File: src/rtl/sram_like_arbiter_pkg.sv
`default_nettype none
// ============================================================================
// Module   : sram_like_arbiter_pkg
// Brief    : State, owner and transfer-size encodings shared by the arbiter.
// Revision : 1.0 - initial release
// ============================================================================
package sram_like_arbiter_pkg;

  typedef enum logic [1:0] {
    ST_IDLE = 2'd0,
    ST_ADDR = 2'd1,
    ST_DATA = 2'd2
  } arb_state_e;

  localparam logic OWN_INST = 1'b0;
  localparam logic OWN_DATA = 1'b1;

  localparam logic [1:0] SZ_BYTE = 2'd0;
  localparam logic [1:0] SZ_HALF = 2'd1;
  localparam logic [1:0] SZ_WORD = 2'd2;

endpackage
`default_nettype wire

File: src/rtl/sram_like_arbiter_if.sv
`default_nettype none
// ============================================================================
// Module   : sram_like_arbiter_if
// Brief    : sram-like request/response bundle; master issues, slave answers.
// Revision : 1.0 - initial release
// ============================================================================
interface sram_like_arbiter_if #(
  parameter int ADDR_W = 32,
  parameter int DATA_W = 32
) ();

  logic              req;
  logic              wr;
  logic [1:0]        size;
  logic [ADDR_W-1:0] addr;
  logic [DATA_W-1:0] wdata;
  logic              addr_ok;
  logic              data_ok;
  logic [DATA_W-1:0] rdata;

  modport master (
    output req, wr, size, addr, wdata,
    input  addr_ok, data_ok, rdata
  );

  modport slave (
    input  req, wr, size, addr, wdata,
    output addr_ok, data_ok, rdata
  );

endinterface
`default_nettype wire

File: src/rtl/sram_like_req_mux.sv
`default_nettype none
// ============================================================================
// Module   : sram_like_req_mux
// Brief    : Owner-select of the request fields and steering of ok/rdata back.
// Revision : 1.0 - initial release
// ============================================================================
module sram_like_req_mux
  import sram_like_arbiter_pkg::*;
#(
  parameter int ADDR_W = 32,
  parameter int DATA_W = 32
) (
  input  logic              owner,
  input  logic              addr_phase,
  input  logic              data_phase,
  input  logic              inst_wr,
  input  logic [1:0]        inst_size,
  input  logic [ADDR_W-1:0] inst_addr,
  input  logic [DATA_W-1:0] inst_wdata,
  input  logic              data_wr,
  input  logic [1:0]        data_size,
  input  logic [ADDR_W-1:0] data_addr,
  input  logic [DATA_W-1:0] data_wdata,
  input  logic              bus_addr_ok,
  input  logic              bus_data_ok,
  input  logic [DATA_W-1:0] bus_rdata,
  output logic              bus_wr,
  output logic [1:0]        bus_size,
  output logic [ADDR_W-1:0] bus_addr,
  output logic [DATA_W-1:0] bus_wdata,
  output logic              inst_addr_ok,
  output logic              inst_data_ok,
  output logic [DATA_W-1:0] inst_rdata,
  output logic              data_addr_ok,
  output logic              data_data_ok,
  output logic [DATA_W-1:0] data_rdata
);

  logic w_sel_data;
  logic w_addr_ack;
  logic w_data_ack;

  assign w_sel_data = (owner == OWN_DATA);

  assign bus_wr    = w_sel_data ? data_wr    : inst_wr;
  assign bus_size  = w_sel_data ? data_size  : inst_size;
  assign bus_addr  = w_sel_data ? data_addr  : inst_addr;
  assign bus_wdata = w_sel_data ? data_wdata : inst_wdata;

  // A data_ok coinciding with addr_ok completes the transfer without a DATA visit.
  assign w_addr_ack = addr_phase & bus_addr_ok;
  assign w_data_ack = (w_addr_ack & bus_data_ok) | (data_phase & bus_data_ok);

  assign inst_addr_ok = w_addr_ack & ~w_sel_data;
  assign data_addr_ok = w_addr_ack &  w_sel_data;
  assign inst_data_ok = w_data_ack & ~w_sel_data;
  assign data_data_ok = w_data_ack &  w_sel_data;

  assign inst_rdata = bus_rdata;
  assign data_rdata = bus_rdata;

endmodule
`default_nettype wire

File: src/rtl/sram_like_arbiter.sv
`default_nettype none
// ============================================================================
// Module   : sram_like_arbiter
// Brief    : Shares one sram-like master port between inst and data sides.
//            ARB_ROUND_ROBIN_EN selects alternating grants under contention.
// Revision : 1.0 - initial release
// ============================================================================
module sram_like_arbiter
  import sram_like_arbiter_pkg::*;
#(
  parameter int ADDR_W = 32,
  parameter int DATA_W = 32
) (
  input  logic                 clk,
  input  logic                 rst,
  sram_like_arbiter_if.slave   inst,
  sram_like_arbiter_if.slave   data,
  sram_like_arbiter_if.master  bus
);

  arb_state_e r_state;
  arb_state_e w_state_nxt;
  logic       r_owner;
  logic       w_owner_nxt;
  logic       w_pick;
  logic       w_addr_phase;
  logic       w_data_phase;

`ifdef ARB_ROUND_ROBIN_EN
  logic r_last_owner;
  logic w_grant;

  assign w_grant = (r_state == ST_IDLE) & (inst.req | data.req);
  // Under contention the side that did not win last time goes next.
  assign w_pick  = (inst.req & data.req) ? ~r_last_owner : data.req;

  always_ff @(posedge clk) begin
    if (rst) begin
      r_last_owner <= OWN_INST;
    end else if (w_grant) begin
      r_last_owner <= w_pick;
    end
  end
`else
  assign w_pick = data.req ? OWN_DATA : OWN_INST;
`endif

  always_ff @(posedge clk) begin
    if (rst) begin
      r_state <= ST_IDLE;
      r_owner <= OWN_INST;
    end else begin
      r_state <= w_state_nxt;
      r_owner <= w_owner_nxt;
    end
  end

  always_comb begin
    w_state_nxt = r_state;
    w_owner_nxt = r_owner;
    case (r_state)
      ST_IDLE: begin
        if (inst.req | data.req) begin
          w_owner_nxt = w_pick;
          w_state_nxt = ST_ADDR;
        end
      end
      ST_ADDR: begin
        if (bus.addr_ok) begin
          w_state_nxt = bus.data_ok ? ST_IDLE : ST_DATA;
        end
      end
      ST_DATA: begin
        if (bus.data_ok) begin
          w_state_nxt = ST_IDLE;
        end
      end
      default: w_state_nxt = ST_IDLE;
    endcase
  end

  assign w_addr_phase = (r_state == ST_ADDR);
  assign w_data_phase = (r_state == ST_DATA);

  // Registered-only path: no requester input reaches bus.req.
  assign bus.req = w_addr_phase;

  sram_like_req_mux #(
    .ADDR_W (ADDR_W),
    .DATA_W (DATA_W)
  ) u_req_mux (
    .owner        (r_owner),
    .addr_phase   (w_addr_phase),
    .data_phase   (w_data_phase),
    .inst_wr      (inst.wr),
    .inst_size    (inst.size),
    .inst_addr    (inst.addr),
    .inst_wdata   (inst.wdata),
    .data_wr      (data.wr),
    .data_size    (data.size),
    .data_addr    (data.addr),
    .data_wdata   (data.wdata),
    .bus_addr_ok  (bus.addr_ok),
    .bus_data_ok  (bus.data_ok),
    .bus_rdata    (bus.rdata),
    .bus_wr       (bus.wr),
    .bus_size     (bus.size),
    .bus_addr     (bus.addr),
    .bus_wdata    (bus.wdata),
    .inst_addr_ok (inst.addr_ok),
    .inst_data_ok (inst.data_ok),
    .inst_rdata   (inst.rdata),
    .data_addr_ok (data.addr_ok),
    .data_data_ok (data.data_ok),
    .data_rdata   (data.rdata)
  );

endmodule
`default_nettype wire

File: src/flat_wrapper.sv
// flat-port wrapper written by rule: the top's interface ports become plain ports
module sram_like_arbiter_flat import sram_like_arbiter_pkg::*;
#(
  parameter int ADDR_W = 32,
  parameter int DATA_W = 32
)
  (clk, rst, inst_req, inst_wr, inst_size, inst_addr, inst_wdata, inst_addr_ok, inst_data_ok, inst_rdata, data_req, data_wr, data_size, data_addr, data_wdata, data_addr_ok, data_data_ok, data_rdata, bus_req, bus_wr, bus_size, bus_addr, bus_wdata, bus_addr_ok, bus_data_ok, bus_rdata);
  sram_like_arbiter_if #(.ADDR_W(ADDR_W), .DATA_W(DATA_W)) inst_i ();
  sram_like_arbiter_if #(.ADDR_W(ADDR_W), .DATA_W(DATA_W)) data_i ();
  sram_like_arbiter_if #(.ADDR_W(ADDR_W), .DATA_W(DATA_W)) bus_i ();
  input  logic clk;
  input  logic rst;
  input wire logic [$bits(inst_i.req)-1:0] inst_req;
  input wire logic [$bits(inst_i.wr)-1:0] inst_wr;
  input wire logic [$bits(inst_i.size)-1:0] inst_size;
  input wire logic [$bits(inst_i.addr)-1:0] inst_addr;
  input wire logic [$bits(inst_i.wdata)-1:0] inst_wdata;
  output wire logic [$bits(inst_i.addr_ok)-1:0] inst_addr_ok;
  output wire logic [$bits(inst_i.data_ok)-1:0] inst_data_ok;
  output wire logic [$bits(inst_i.rdata)-1:0] inst_rdata;
  input wire logic [$bits(data_i.req)-1:0] data_req;
  input wire logic [$bits(data_i.wr)-1:0] data_wr;
  input wire logic [$bits(data_i.size)-1:0] data_size;
  input wire logic [$bits(data_i.addr)-1:0] data_addr;
  input wire logic [$bits(data_i.wdata)-1:0] data_wdata;
  output wire logic [$bits(data_i.addr_ok)-1:0] data_addr_ok;
  output wire logic [$bits(data_i.data_ok)-1:0] data_data_ok;
  output wire logic [$bits(data_i.rdata)-1:0] data_rdata;
  output wire logic [$bits(bus_i.req)-1:0] bus_req;
  output wire logic [$bits(bus_i.wr)-1:0] bus_wr;
  output wire logic [$bits(bus_i.size)-1:0] bus_size;
  output wire logic [$bits(bus_i.addr)-1:0] bus_addr;
  output wire logic [$bits(bus_i.wdata)-1:0] bus_wdata;
  input wire logic [$bits(bus_i.addr_ok)-1:0] bus_addr_ok;
  input wire logic [$bits(bus_i.data_ok)-1:0] bus_data_ok;
  input wire logic [$bits(bus_i.rdata)-1:0] bus_rdata;
  assign inst_i.req = inst_req;
  assign inst_i.wr = inst_wr;
  assign inst_i.size = inst_size;
  assign inst_i.addr = inst_addr;
  assign inst_i.wdata = inst_wdata;
  assign inst_addr_ok = inst_i.addr_ok;
  assign inst_data_ok = inst_i.data_ok;
  assign inst_rdata = inst_i.rdata;
  assign data_i.req = data_req;
  assign data_i.wr = data_wr;
  assign data_i.size = data_size;
  assign data_i.addr = data_addr;
  assign data_i.wdata = data_wdata;
  assign data_addr_ok = data_i.addr_ok;
  assign data_data_ok = data_i.data_ok;
  assign data_rdata = data_i.rdata;
  assign bus_req = bus_i.req;
  assign bus_wr = bus_i.wr;
  assign bus_size = bus_i.size;
  assign bus_addr = bus_i.addr;
  assign bus_wdata = bus_i.wdata;
  assign bus_i.addr_ok = bus_addr_ok;
  assign bus_i.data_ok = bus_data_ok;
  assign bus_i.rdata = bus_rdata;
  sram_like_arbiter #(.ADDR_W(ADDR_W), .DATA_W(DATA_W)) u_core (.clk(clk), .rst(rst), .inst(inst_i), .data(data_i), .bus(bus_i));
endmodule
File: config.mk
export PLATFORM = sky130hd
export DESIGN_NAME = sram_like_arbiter_flat
export DESIGN_NICKNAME = d
export VERILOG_FILES = /design/src/rtl/sram_like_arbiter_pkg.sv /design/src/rtl/sram_like_arbiter_if.sv /design/src/rtl/sram_like_req_mux.sv /design/src/rtl/sram_like_arbiter.sv /design/src/flat_wrapper.sv
export SDC_FILE = /design/constraint.sdc
export NUM_CORES = 1
export LEC_CHECK = 0
export CAP_MARGIN = 10
export CORE_AREA = 2 2 118 120
export DETAILED_ROUTE_END_ITERATION = 16
export DIE_AREA = 0 0 120 122
export PLACE_DENSITY_LB_ADDON = 0.3
export SETUP_SLACK_MARGIN = 0.1
export SKIP_LAST_GASP = 1
export SYNTH_ARGS = -nofsm -noshare
export SYNTH_HDL_FRONTEND = slang
export SYNTH_SLANG_ARGS = --single-unit
File: constraint.sdc
create_clock -name clk -period 1.1 [get_ports clk]
set_input_delay 0.165 -clock clk [delete_from_list [all_inputs] [get_ports clk]]
set_output_delay 0.165 -clock clk [all_outputs]
set_load 0.01 [all_outputs]
==> metrics.cfg, run 1 <==
[run_status]
status = finished, violations left
violations = setup timing

[global_route]
grt_pass1_vias = 1859
grt_max_degree = 17
overflow = 0
antenna_found_initial = 0
grt.busiest_layer = met2
met1_usage_pct = 8.72
grt_usage_pct = 8.53
grt_pass1_wl_um = 9740
grt_util_met2_pct = 15.3
use_met3_pct = 2.81

[clock_network]
clock-sinks = 3
cts_tree = done
root_buffer = clkbuf_16
cts_buffers = 3
cts_buffer_depth = 2
clk-insertion-delay-late_ns = 0.22
clk_pin_slew_ns = 0.03
htreeDepth = 1

[routing]
vias = 1852
drc = 0
postRouteAntennaNets = 0
drt-pass1-iter-count = 4
drt-total-wl_um = 7290
drt-vias-per-instance = 3.58
routedWlPerCell_um = 14.1
drt_iter0_drc = 16

[min_path]
hold_class = in -> out

[final_layout]
diodes = 0
fin_cells = 518
drive_above_1_share_pct = 56.2
nNetsFinal = 511
area_growth_pct = 184

[pwr]
leakage_nw = 1.83
power.total_mw = 2.97
p_per_area_nw_per_um2 = 707
ir_worst_vdd_mv = 0.304

[worst_setup_path]
critical_path_class = reg -> out
arrival_ns = 1.40
endpoint_kind = primary output
worst_ep_required_time_ns = 0.94
startpoint_type = register
path_max_fanout = 8

[synth]
synth-adder-area-share_pct = 0
synth-xor-area-share_pct = 0
synth.area.top_cells = mux2_2 (51%), buf_4 (33%), buf_6 (5.3%), dfxtp_1 (4.1%), nand2b_1 (0.85%)
yosysUniqueCellTypes = 17
yosysSeqAreaShare_pct = 4.06
synth_top_family_by_area = multiplexers
syn-cell-area_um2 = 1480
ys_warn_count = 0
synth_top_cell_area_share_pct = 51.0
syn_avg_cell_area_um2 = 9.36
ys_seq_elements = 3
yosys.area_share.simple_pct = 4.06
synth_compound_area_share_pct = 2.28
synthMuxAreaShare_pct = 51.0
yosysTopAreaCell = mux2_2
syn_inst = 158
syn_nets = 330

[sta]
period_minus_slack_ns = 1.57
slew_viol_final = 0
tightest_slew_ns = 0.397
max_freq_ghz = 0.637
grt_setup_unrepaired = true
fin_crit_sh_pct = 143
worst_slack_ns = -0.469
hold_violations = 0
maxSlewHeadroom_pct = 73.5
clock_skew_ns = 0.000873
setup_violations = 72

[place]
gp_congestion = 0.707
hpwl_um = 5370
place_inst = 488
portBuffers = 211

[flow_run]
max_cap_viol_count = 0

[die]
num_io_pins = 308
start_util_pct = 11.0
fp.dieW_um = 120
die_h_um = 122
core_um2 = 13500
dieArea_um2 = 14600
placementRows = 43

==> sequential cells by signal, summed over array words and instances, names as in the netlist <==
name            count
u_core.r_owner      1
u_core.r_state      2
==> final cells by class <==
type,count,area [µm²]
Inverter,1,3.75
Tap cell,180,225
Multi-Input combinational cell,82,1150
Clock buffer,4,78.8
Sequential cell,3,66.3
Timing Repair Buffer,248,2680
Fill cell,1399,9300
==> repair_timing <==
action / CTS / global route
endpoints found under the hold margin: 0 / 0
buffers inserted: 23 / 3
endpoints found under the setup margin: 75 / 75
hold buffers: 0 / 0
pin swaps: 5 / 0
resized for setup: 282 / 174
cloned: 3 / 1
==> cells in the final DEF, fill, tap and decap left out, types with 2 or more instances in the layout <==
| cell type | count |
|---|---|
| clkbuf_16 | 4 |
| buf_12 | 8 |
| buf_4 | 5 |
| mux2_2 | 3 |
| buf_2 | 4 |
| mux2_4 | 64 |
| dfxtp_2 | 2 |
| clkdlybuf4s50_1 | 137 |
| a21oi_2 | 2 |
| buf_8 | 2 |
| buf_6 | 87 |
==> per-layer routing <==
metal,up-vias,part of all wire (%),wire (µm)
li1,846,-,-
met1,826,35,2520
met2,141,48,3490
met3,39,13,921
met4,0,4.9,356
met5,-,0,0
==> cell usage after synthesis (all sizes together) <==
master	count
a2111oi	1
a211oi	1
a21oi	2
buf	72
dfxtp	3
inv	1
mux2	67
nand2	1
nand2b	2
nand3b	1
nor2	2
nor2b	1
nor3	1
nor3b	1
o31ai	1
or4b	1
==> worst paths after layout <==
kind	end	slack, ns	from	depth (start not counted)
hold / removal	data_rdata[5]	0.33	bus_rdata[5]	0
setup reg to reg	u_core.r_owner	-0.08	u_core.r_owner	6
setup / recovery	bus_wdata[25]	-0.47	u_core.r_owner	5
hold reg to reg	u_core.r_state[0]	0.53	u_core.r_state[1]	2
==> metrics by stage <==
step                cell area (µm²)  hold slack [ns]  setup TNS, ns  setup WS, ns  util (%)
finish                         4200            0.330         -27.75        -0.469      31.1
global route                   4200            0.330         -30.07        -0.494      31.1
CTS                            3820            0.313         -34.25        -0.567      28.3
detailed placement             3420            0.330         -37.24        -0.742      25.3
global placement               3420            0.330         -37.47        -0.720      25.3
floorplan                      1510            0.238              0        0.0109         -
==> worst max-delay path, cell delays in order (launching register included) <==
cell,delay (ns)
dfxtp_4,0.36
buf_12,0.14
buf_12,0.14
buf_6,0.11
mux2_4,0.30
buf_6,0.12
==> power by group <==
part / internal, mW / switching, mW / total (mW)
Combinational: 1.59 / 0.679 / 2.27
Clock: 0.478 / 0.0979 / 0.576
Sequential: 0.120 / 0.0119 / 0.131
==> cells by family (layout without fill, tap and decap cells) <==
family,count (synthesis),after routing
AOI/OAI and AO/OA,5,5
buffers and inverters,73,253
DFF,3,3
and+or+nand+nor,10,10
muxes,67,67
No activity file was read; power rests on OpenSTA's default activity.
==> inputs of run 2 (changes only) <==
ABC_CLOCK_PERIOD_IN_PS = 1100   (was default)
CAP_MARGIN = default   (was 10)
==> results of run 2 <==
Same layout as run 1: the final DEF is identical, and so are final timing and power.
